## config.mk

```make
export PLATFORM = sky130hd
export DESIGN_NAME = tls_lamp_monitor
export DESIGN_NICKNAME = d
export VERILOG_FILES = /design/src/rtl/tls_lamp_monitor.sv
export SDC_FILE = /design/constraint.sdc
export NUM_CORES = 1
export LEC_CHECK = 0
export BUFFER_PORTS_ARGS = -buffer_cell sky130_fd_sc_hd__buf_4
export CELL_PAD_IN_SITES_DETAIL_PLACEMENT = 1
export CELL_PAD_IN_SITES_GLOBAL_PLACEMENT = 2
export CORE_UTILIZATION = 32
export DETAILED_ROUTE_END_ITERATION = 8
export HOLD_SLACK_MARGIN = 0.15
export PLACE_DENSITY = 0.75
export RECOVER_POWER = 50
export SLEW_MARGIN = 20
export SYNTH_ARGS = -nofsm -noshare
export SYNTH_HDL_FRONTEND = slang
export SYNTH_SLANG_ARGS = --single-unit
```

## constraint.sdc

```tcl
create_clock -name clk -period 2.58 [get_ports clk]
set_input_delay 0.516 -clock clk [delete_from_list [all_inputs] [get_ports clk]]
set_output_delay 0.516 -clock clk [all_outputs]
set_load 0.01 [all_outputs]
```

## src/rtl/tls_lamp_monitor.sv

```systemverilog
`default_nettype none
// ============================================================================
// Module      : tls_lamp_monitor
// Description : Checks controller lamp codes for two roads and forwards them to
//               the lamp drivers. On the first fault it forces both roads to red.
// Revision    : 1.0 - initial release
// ============================================================================
module tls_lamp_monitor #(
    parameter int DW        = 8,
    parameter int MIN_GREEN = 4,
    parameter int MAX_GREEN = 16,
    parameter int MIN_YEL   = 1,
    parameter int MAX_YEL   = 4
) (
    input  logic       clk,
    input  logic       rst,
    input  logic [2:0] la,
    input  logic [2:0] lb,
    output logic [2:0] la_out,
    output logic [2:0] lb_out,
    output logic       fault,
    output logic [2:0] fault_code,
    output logic       fault_road,
    output logic [7:0] cycles
);

    localparam logic [2:0]    c_G      = 3'b100;
    localparam logic [2:0]    c_Y      = 3'b010;
    localparam logic [2:0]    c_R      = 3'b001;
    localparam logic [DW-1:0] c_DW_MAX = '1;

    typedef struct packed {
        logic          ill;
        logic          seq;
        logic          tim;
        logic          part;
        logic [DW-1:0] dwell;
    } road_t;

    // Per-road check of one sample against the previously sampled code.
    function automatic road_t eval_road(input logic [2:0]    code,
                                        input logic [2:0]    prev,
                                        input logic [DW-1:0] dwell,
                                        input logic          part);
        road_t res;
        res.ill   = !(code == c_G || code == c_Y || code == c_R);
        res.seq   = 1'b0;
        res.tim   = 1'b0;
        res.part  = part;
        res.dwell = dwell;
        if (code == prev) begin
            res.dwell = (dwell == c_DW_MAX) ? dwell : dwell + 1'b1;
            if (code == c_G && res.dwell > DW'(MAX_GREEN)) res.tim = 1'b1;
            if (code == c_Y && res.dwell > DW'(MAX_YEL))   res.tim = 1'b1;
        end else begin
            res.seq = !((prev == c_G && code == c_Y) ||
                        (prev == c_Y && code == c_R) ||
                        (prev == c_R && code == c_G));
            if (!part && prev == c_G && dwell < DW'(MIN_GREEN)) res.tim = 1'b1;
            if (!part && prev == c_Y && dwell < DW'(MIN_YEL))   res.tim = 1'b1;
            res.part  = 1'b0;
            res.dwell = DW'(1);
        end
        return res;
    endfunction

    logic          r_armed;
    logic [2:0]    r_prev_a, r_prev_b;
    logic [DW-1:0] r_dwell_a, r_dwell_b;
    logic          r_part_a, r_part_b;

    road_t      w_a, w_b;
    logic       w_conflict;
    logic [2:0] w_det_code;
    logic       w_det_road;
    logic       w_new_fault;
    logic       w_kill;
    logic       w_cycle_inc;

    always_comb begin
        w_a        = eval_road(la, r_prev_a, r_dwell_a, r_part_a);
        w_b        = eval_road(lb, r_prev_b, r_dwell_b, r_part_b);
        w_conflict = (la != c_R) && (lb != c_R);
        w_det_code = 3'd0;
        w_det_road = 1'b0;
        // Lowest code wins; within a code, road A wins.
        if (w_a.ill) begin
            w_det_code = 3'd1;
        end else if (w_b.ill) begin
            w_det_code = 3'd1;
            w_det_road = 1'b1;
        end else if (w_conflict) begin
            w_det_code = 3'd2;
        end else if (r_armed) begin
            if (w_a.seq) begin
                w_det_code = 3'd3;
            end else if (w_b.seq) begin
                w_det_code = 3'd3;
                w_det_road = 1'b1;
            end else if (w_a.tim) begin
                w_det_code = 3'd4;
            end else if (w_b.tim) begin
                w_det_code = 3'd4;
                w_det_road = 1'b1;
            end
        end
        w_new_fault = !fault && (w_det_code != 3'd0);
        w_kill      = fault || w_new_fault;
        w_cycle_inc = r_armed && (r_prev_a == c_R) && (la == c_G) && !w_kill;
    end

    always_ff @(posedge clk) begin
        if (rst) begin
            la_out     <= c_R;
            lb_out     <= c_R;
            fault      <= 1'b0;
            fault_code <= 3'd0;
            fault_road <= 1'b0;
            cycles     <= 8'd0;
            r_armed    <= 1'b0;
            r_prev_a   <= c_R;
            r_prev_b   <= c_R;
            r_dwell_a  <= '0;
            r_dwell_b  <= '0;
            r_part_a   <= 1'b1;
            r_part_b   <= 1'b1;
        end else begin
            la_out   <= w_kill ? c_R : la;
            lb_out   <= w_kill ? c_R : lb;
            r_prev_a <= la;
            r_prev_b <= lb;
            r_armed  <= 1'b1;
            if (w_new_fault) begin
                fault      <= 1'b1;
                fault_code <= w_det_code;
                fault_road <= w_det_road;
            end
            if (w_cycle_inc) begin
                cycles <= cycles + 8'd1;
            end
            if (r_armed) begin
                r_dwell_a <= w_a.dwell;
                r_dwell_b <= w_b.dwell;
                r_part_a  <= w_a.part;
                r_part_b  <= w_b.part;
            end else begin
                // First sample after reset opens partial segments on both roads.
                r_dwell_a <= DW'(1);
                r_dwell_b <= DW'(1);
            end
        end
    end

endmodule
`default_nettype wire

```

==> results.sh <==
export IMPL_fillers=930
export IMPL_clk_path_buf_depth=2
export IMPL_yosys_top_cells_count="44 x dfxtp_1, 34 x nor2_1, 21 x nand2_1"
export IMPL_synth_area_um2=2570
export IMPL_root_buffer="clkbuf_8"
export IMPL_synth_top_family_by_area="simple AND/OR/NAND/NOR gates"
export IMPL_holdWs_ns=0.460
export IMPL_power_total_uw=1360
export IMPL_via_count=2488
export IMPL_setup_ws_ns=0.00374
export IMPL_syn2layout_area_growth_pct=33.8
export IMPL_clkPwrFrac_pct=34.1
export IMPL_start_util_pct=33.2
export IMPL_internal_power_uw=996
export IMPL_clk_latency_ns=0.29
export IMPL_grt_max_degree=25
export IMPL_fin_crit_sh_pct=99.9
export IMPL_finalHoldViolations=0
export IMPL_path_buf_inv=1
export IMPL_wl_met2_mm=3.79
export IMPL_pwr_share_comb_pct=13.7
export IMPL_synth_fa_ha_area_share_pct=2.43
export IMPL_wl_met1_mm=3.59
export IMPL_remaining_drc_errors=0
export IMPL_setup_tns_ns=0
export IMPL_io_pins=27
export IMPL_drv_slew=0
export IMPL_clk_pin_slew_ns=0.09
export IMPL_synth_most_common_cell="dfxtp_1"
export IMPL_peakVddDrop_mv=0.228
export IMPL_dr_wl_met3_um=182
export IMPL_ys_async_sr_fraction_pct=0
export IMPL_synth_cell_types=61
export IMPL_cp_slowest_cell="o311ai_4"
export IMPL_switching_share_pct=26.9
export IMPL_vias_per_cell=5.15
export IMPL_p_sw_uw=366
export IMPL_crit_path_max_incr_delay_ns=0.40
export IMPL_place_hpwl_mm=5.39
export IMPL_track_usage_pct=18.1
export IMPL_htree_levels=2
export IMPL_power_density_nw_per_um2=395
export IMPL_dp_slack_ns=-0.130
export IMPL_crit_family="compound AO/OA/AOI/OAI gates"
export IMPL_synth_seq_cells=44
export IMPL_die_area_um2=8410
export IMPL_cp_end_kind="flip-flop"
export IMPL_finalNetCount=393
export IMPL_synth_largest_area_cell="dfxtp_1"
export IMPL_seqPwrFrac_pct=52.2
export IMPL_yosys_warnings=0
export IMPL_fin_crit_ns=2.58
export IMPL_grt_pass1_vias=2600
export IMPL_first_pass_iters=4
export IMPL_final_util_pct=44.4
export IMPL_drt_antenna_violating_nets=0
export IMPL_fin_skew_ns=0.00260
export IMPL_rows=32
export IMPL_die_x_um=91.7
export IMPL_routed_top_layer="met4"
export IMPL_drt_first_iter_violations=64
export IMPL_antenna_found_initial=0
export IMPL_min_path_type="reg -> reg"
export IMPL_crit_fanout=4
export IMPL_power_leakage_uw=0.00134
export IMPL_setup_viol=0
export IMPL_synth_top_area_share_pct=34.2
export IMPL_synth_xor_area_share_pct=4.42
export IMPL_critPathRequiredTime_ns=2.77
export IMPL_synthMuxAreaShare_pct=6.22
export IMPL_drt_total_wl_mm=7.60
export IMPL_yosys_area_share_simple_pct=31.8
export IMPL_syn_nets=322
export IMPL_drive_gt1_share_pct=28.1
export IMPL_syn_inst=309
export IMPL_antenna_cells=0
export IMPL_maxCapViolCount=0
export IMPL_cp_cell_sequence="and3_4 > mux2_4 > a221o_1 > o311ai_4 > buf_4 > o41a_1 > o21ai_2 > a31o_1"
export IMPL_rsz0062_at_grt="yes"
export IMPL_numCtsBuffers=5
export IMPL_maxSlewHeadroom_pct=72.8
export IMPL_critPathLaunchType="flip-flop"
export IMPL_synth_compound_area_share_pct=15.4
export IMPL_grt_overflow=0
export IMPL_cts_tree="built"
export IMPL_wl_per_cell_um=15.7
export IMPL_critical_path_class="reg -> reg"
export IMPL_grt_pass1_wl_mm=12.3
export IMPL_gp_congestion=0.807
export IMPL_core_um2=7770
export IMPL_worstMarginPinSlew_ns=0.405
export IMPL_ys_flop_type="dfxtp_1"
export IMPL_fmax_mhz=388
export IMPL_postSynthAreaPerCell_um2=8.33
export IMPL_numPortBuffers=26
export IMPL_status="complete, no violations"
export IMPL_synth_area_leaders="dfxtp_1 34%, nor2_1 5.0%, xnor2_1 4.1%, mux2i_1 3.9%, nand3_1 3.1%"
export IMPL_synth_edff_count=0
export IMPL_clock_sinks=44
export IMPL_die_h_um=91.7
export IMPL_worst_ep_arrival_time_ns=2.77
export IMPL_yosysSeqAreaShare_pct=34.2
per-layer routing:
layer | up-vias | global-route usage (%)
met3 | 2 | 3.23
met1 | 1212 | 23.0
met4 | 0 | 4.04
met5 | - | 0
li1 | 1242 | -
met2 | 32 | 32.0
cells by family (layout without fill, tap and decap cells):
kind of cell / after synthesis / count (layout)
AO/OA/AOI/OAI: 55 / 55
XOR/XNOR: 13 / 13
adder cells (fa/ha/maj): 5 / 5
buffers and inverters: 33 / 105
flip-flops: 44 / 44
multiplexers: 15 / 15
AND/OR/NAND/NOR: 144 / 144
through the flow:
step | instance area (µm²) | instances
5_1_grt | 3450 | 483
6_report | 3450 | 483
3_5_place_dp | 3200 | 470
2_1_floorplan | 2570 | 309
4_1_cts | 3330 | 478
3_3_place_gp | 3200 | 470
worst min-delay path: stages (launching register included):
cell and delay, ns:
dfxtp_1 0.32, nand2_1 0.06, nand2_1 0.04
state kept, by name, indices dropped and copies added, names as in the netlist, 3 cells and up:
name	flops
la_out	3
r_prev_b	3
cycles	8
fault_code	3
lb_out	3
r_dwell_a	8
r_dwell_b	8
r_prev_a	3
final timing paths:
kind	from	end	slack, ns	cells after the start
worst max-delay path	r_dwell_b[0]$_SDFF_PP0_	fault_code[0]$_SDFFE_PP0P_	0.004	8
worst min register to register	r_part_a$_SDFFE_PP1P_	r_part_a$_SDFFE_PP1P_	0.46	2
worst max register to register	r_dwell_b[0]$_SDFF_PP0_	fault_code[0]$_SDFFE_PP0P_	0.004	8
worst min-delay path	r_part_a$_SDFFE_PP1P_	r_part_a$_SDFFE_PP1P_	0.46	2
cell usage in the layout (no fill, tap or decap), types with 4 or more instances in the layout:
cell type and n:
inv_1 17, nand2b_1 6, a31oi_1 4, nor4_1 4
and3_1 5, xnor2_1 12, clkbuf_8 6, nand4_1 6
nor2_1 33, nor4bb_1 7, or2_2 4, nor2b_1 8
buf_4 53, dfxtp_2 5, nand3_1 15, o21ai_0 8
a21oi_1 9, and2_1 5, mux2i_1 10, nor3_1 7
clkbuf_1 23, dfxtp_1 37, nand2_1 20
cell type report:
class                      count  area (µm²)  area share (%)
clock buffer                   6        82.6            2.40
clock inverter                 2        10.0           0.290
inverter                      18        67.6            1.96
multi-input combinational    232        1740            50.5
sequential                    44         895            26.0
tap                          102         128            3.70
timing repair buffer          79         523            15.2
power groups by stage:
stage / Clock [µW] / Combinational, µW / Sequential (µW)
2_1_floorplan: 0 / 100 / 724
3_3_place_gp: 0 / 168 / 727
3_5_place_dp: 0 / 173 / 727
4_1_cts: 476 / 177 / 713
5_1_grt: 514 / 205 / 714
6_report: 465 / 186 / 711
timing repair:
action,CTS,global route
setup endpoints to repair,15,16
buffers inserted,0,6
hold buffers,0,0
endpoints found under the hold margin,0,0
pin swaps,2,19
resized for setup,9,37
No activity file was read; power rests on OpenSTA's default activity.
